$ cat src/rtl/instr_queue.sv
// Circular fetch-to-decode instruction FIFO with single-cycle flush.
// Optional same-cycle empty-queue bypass is enabled by defining INSTR_QUEUE_BYPASS_EN.
module instr_queue #(
  parameter int DEPTH = 8,
  parameter int CW    = $clog2(DEPTH) + 1
) (
  input  logic          clk,
  input  logic          clr,
  input  logic          flush,
  input  logic          enq,
  input  logic [15:0]   ir_in,
  input  logic [15:0]   pc_in,
  input  logic          hit_in,
  input  logic          predict_in,
  output logic          full,
  output logic [CW-1:0] count,
  input  logic          deq,
  output logic          out_valid,
  output logic [15:0]   ir_out,
  output logic [15:0]   pc_out,
  output logic          hit_out,
  output logic          predict_out
);

  localparam int AW = $clog2(DEPTH);

  logic [33:0]   mem_q [DEPTH];
  logic [AW-1:0] head_q, head_d;
  logic [AW-1:0] tail_q, tail_d;
  logic [CW-1:0] count_q, count_d;
  logic          full_s, empty_s, wr_s, rd_s;
  logic [33:0]   head_entry_s;

  assign full_s  = (count_q == CW'(DEPTH));
  assign empty_s = (count_q == {CW{1'b0}});
  assign rd_s    = deq & ~empty_s;

`ifdef INSTR_QUEUE_BYPASS_EN
  logic bypass_s;
  assign bypass_s = empty_s & enq & ~flush & ~clr;
  // A bypassed instruction that decode takes immediately is never stored.
  assign wr_s     = enq & ~full_s & ~(bypass_s & deq);
`else
  assign wr_s     = enq & ~full_s;
`endif

  // Pointer and occupancy next-state.
  always_comb begin
    head_d  = head_q;
    tail_d  = tail_q;
    count_d = count_q;
    if (flush) begin
      head_d  = {AW{1'b0}};
      tail_d  = {AW{1'b0}};
      count_d = {CW{1'b0}};
    end else begin
      if (wr_s) begin
        tail_d = tail_q + AW'(1);
      end else begin
        tail_d = tail_q;
      end
      if (rd_s) begin
        head_d = head_q + AW'(1);
      end else begin
        head_d = head_q;
      end
      case ({wr_s, rd_s})
        2'b10:   count_d = count_q + CW'(1);
        2'b01:   count_d = count_q - CW'(1);
        default: count_d = count_q;
      endcase
    end
  end

  // State registers and entry storage; flush leaves storage untouched.
  always_ff @(posedge clk) begin
    if (clr) begin
      head_q  <= {AW{1'b0}};
      tail_q  <= {AW{1'b0}};
      count_q <= {CW{1'b0}};
      for (int i = 0; i < DEPTH; i++) begin
        mem_q[i] <= 34'h0;
      end
    end else begin
      head_q  <= head_d;
      tail_q  <= tail_d;
      count_q <= count_d;
      if (wr_s && !flush) begin
        mem_q[tail_q] <= {ir_in, pc_in, hit_in, predict_in};
      end
    end
  end

  assign head_entry_s = mem_q[head_q];
  assign full         = full_s;
  assign count        = count_q;

  // Head output selection.
  always_comb begin
    out_valid = ~empty_s;
    {ir_out, pc_out, hit_out, predict_out} = head_entry_s;
`ifdef INSTR_QUEUE_BYPASS_EN
    if (bypass_s) begin
      out_valid = 1'b1;
      {ir_out, pc_out, hit_out, predict_out} = {ir_in, pc_in, hit_in, predict_in};
    end else begin
      out_valid = ~empty_s;
    end
`endif
  end

endmodule

$ cat config.mk
export PLATFORM = sky130hd
export DESIGN_NAME = instr_queue
export DESIGN_NICKNAME = d
export VERILOG_FILES = /design/src/rtl/instr_queue.sv
export SDC_FILE = /design/constraint.sdc
export NUM_CORES = 1
export LEC_CHECK = 0
export ABC_CLOCK_PERIOD_IN_PS = 11600
export CORE_ASPECT_RATIO = 1.1
export CORE_MARGIN = 3
export CORE_UTILIZATION = 40
export DETAILED_ROUTE_END_ITERATION = 7
export PLACE_DENSITY = 0.58
export SLEW_MARGIN = 20
export SYNTH_ARGS = -nofsm -noshare
export SYNTH_HDL_FRONTEND = slang
export SYNTH_SLANG_ARGS = --single-unit
$ cat constraint.sdc
create_clock -name clk -period 11.6 [get_ports clk]
set_input_delay 2.32 -clock clk [delete_from_list [all_inputs] [get_ports clk]]
set_output_delay 2.32 -clock clk [all_outputs]
set_load 0.02 [all_outputs]
==> impl_metrics.py <==
metrics = {
    "route": {
        "vias": 6721,
        "ant_nets": 0,
        "drc_errors": 0,
        "drt_first_pass_iters": 5,
        "wirelength_mm": 29.55,
        "wl_per_cell_microns": 22.59,
        "drt-initial-drc-count": 479,
        "via_per_inst": 5.138,
    },
    "clock_tree": {
        "cts_setup_buffers": 0,
        "cts_hold_buf": 0,
        "path_clk_slew_ns": 0.06,
        "clk_latency_ns": 0.54,
        "clock_tree.buffer_depth": 3,
        "htree_num_levels": 1,
        "cts_tree": "built",
        "cts_root_buf": "clkbuf_16",
        "ctsResizeCount": 0,
        "clock_sinks": 285,
        "cts_made_buffers": 30,
    },
    "sta": {
        "timing.final.crit_share": 0.5096,
        "fmax_mhz": 169.2,
        "finalSetupTns_ns": 0,
        "slew_violations": 0,
        "max_slew.worst_pin.slew_ns": 0.8304,
        "relSlewSlack": 0.4403,
        "min_period_ns": 5.912,
        "rsz0062_at_grt": "false",
        "fin_worst_skew_ns": 0.006504,
        "finalSetupViolCount": 0,
        "finalHoldViolCount": 0,
    },
    "synth": {
        "yosys_warnings": 0,
        "ys_types": 32,
        "syn_avg_cell_area_sq_um": 16.38,
        "synth-seq-area-share": 0.6580,
        "synth-edff-count": 272,
        "synthesis.area_sq_mm": 0.01281,
        "async_flop_share": 0,
        "syn_nets": 827,
        "syn_inst": 782,
        "synth_flop_cell": "edfxtp_1",
        "ys_ff_latch": 285,
    },
    "global_routing": {
        "grt_max_degree": 69,
        "grt_pass1_wl_mm": 45.52,
        "antenna_found_initial": 2,
        "grt_pass1_vias": 7290,
        "grtUsageTotal": 0.1763,
        "grt_overflow": 0,
    },
    "layout": {
        "area_delta_synth_final_pct": 17.64,
        "drive_above_1_share": 0.2162,
        "postLayoutCellArea_sq_mm": 0.01507,
        "final_cells": 1308,
        "diodes": 0,
        "final_nets": 909,
        "fin_util": 0.4787,
    },
    "setup_path": {
        "cpMaxStageDelayCell": "dfxtp_4",
        "worst-path-buf-inv": 2,
        "crit_fanout": 38,
        "start_kind": "register",
        "crit_chain": "buf_4, mux4_2, mux2_2, clkdlybuf4s50_1",
        "end_kind": "primary output",
        "crit_type": "reg -> out",
        "arrival_ns": 3.59,
        "critPathMaxStageDelay_ns": 0.81,
        "cp.required_ns": 9.28,
        "cp_top_family": "buffers and inverters",
    },
    "floorplan": {
        "die_y_microns": 193.7,
        "start_util": 0.4069,
        "ios": 79,
        "die_area_sq_mm": 0.03421,
        "core_area_sq_mm": 0.03148,
        "fp.dieW_microns": 176.6,
        "num_rows": 68,
    },
    "status": {
        "status": "finished, final reports clean",
    },
    "place": {
        "dp.cells": 1251,
        "placed_area_sq_mm": 0.01408,
        "place.gp.congestion": 0.7076,
        "io_buffers": 78,
        "dp_hpwl_mm": 15.82,
    },
    "worst_hold_path": {
        "worstHoldPathType": "reg -> reg",
    },
    "power_and_ir_drop": {
        "p_leak_nw": 5.346,
        "powerDensity_mw_per_mm2": 149.0,
        "peakVddDrop_mv": 0.1131,
        "finalPower_mw": 2.246,
    },
    "run": {
        "cap_violations": 0,
    },
}
[metal layers]
layer	GRT usage	part of all wire	up-vias
met5	0	0.00044	-
met4	0.03551	0.015	2
met3	0.02507	0.042	33
met2	0.3007	0.50	156
met1	0.2431	0.44	3467
li1	-	-	3063
[tightest hold or removal path: cells and delay by family, from the launching register on]
kind             cells  cell delay [ns]
flip-flops           1             0.31
AO/OA/AOI/OAI        1             0.06
AND/OR/NAND/NOR      1             0.05
[synthesized netlist by cell type (7+ instances only)]
cell / instances / area share
and2_1: 272 / 0.13
edfxtp_1: 272 / 0.64
mux4_2: 68 / 0.12
mux2_2: 34 / 0.030
buf_2: 16 / 0.0063
clkbuf_1: 16 / 0.0047
dfxtp_1: 13 / 0.020
nor2_1: 11 / 0.0032
nand2_1: 9 / 0.0026
buf_6: 7 / 0.0062
nand3_1: 7 / 0.0027
[layout make-up]
type	count	area (sq um)
fill	2709	16410
sequential	285	8437
multi-input combinational	443	4175
timing repair buffer	98	943.4
clock buffer	44	880.8
tap	420	525.5
clock inverter	12	83.83
inverter	6	22.52
[through the flow]
step                worst slack, ns  hold slack (ns)
CTS                           5.568           0.4704
finish                        5.688           0.4682
global placement              6.187           0.4625
global route                  5.417           0.5157
detailed placement            6.155           0.4611
floorplan                     5.115           0.4541
[placed cells by master (no fill, tap or decap), types with 5 or more instances in the layout]
cell,instances
a21oi_1,6
and2_1,272
buf_4,19
clkbuf_16,31
clkbuf_4,7
clkdlybuf4s50_1,78
clkinv_1,5
dfxtp_1,10
edfxtp_1,272
ha_1,5
inv_1,6
mux2_2,34
mux4_2,68
nand2_1,9
nand3_1,7
nor2_1,11
[report_power, final]
group	switching (mW)	internal, mW
Combinational	0.0795	0.0648
Clock	0.379	0.546
Sequential	0.0129	1.16
[kinds of logic after synthesis]
logic type | Yosys count | synth area share
AND/OR/NAND/NOR | 315 | 0.1531
flip-flops | 285 | 0.6580
multiplexers | 103 | 0.1502
buffers and inverters | 54 | 0.02266
AO/OA/AOI/OAI | 15 | 0.006838
adder cells (fa/ha/maj) | 6 | 0.006447
XOR/XNOR | 4 | 0.002735
[state kept, by name (all words and copies together) (netlist names), named ones only]
name and count:
mem_q 272, count 4, head_q 3, tail_q 3
[worst paths after layout]
check | from | endpoint | slack (ns) | depth (start not counted)
max | register | ir_out[15] | 5.69 | 4
max reg2reg | count[1] | mem_q[1][33] | 8.83 | 4
min | head_q[1] | register | 0.47 | 2
min reg2reg | head_q[1] | register | 0.47 | 2
Power figures use the tool's default switching activity.
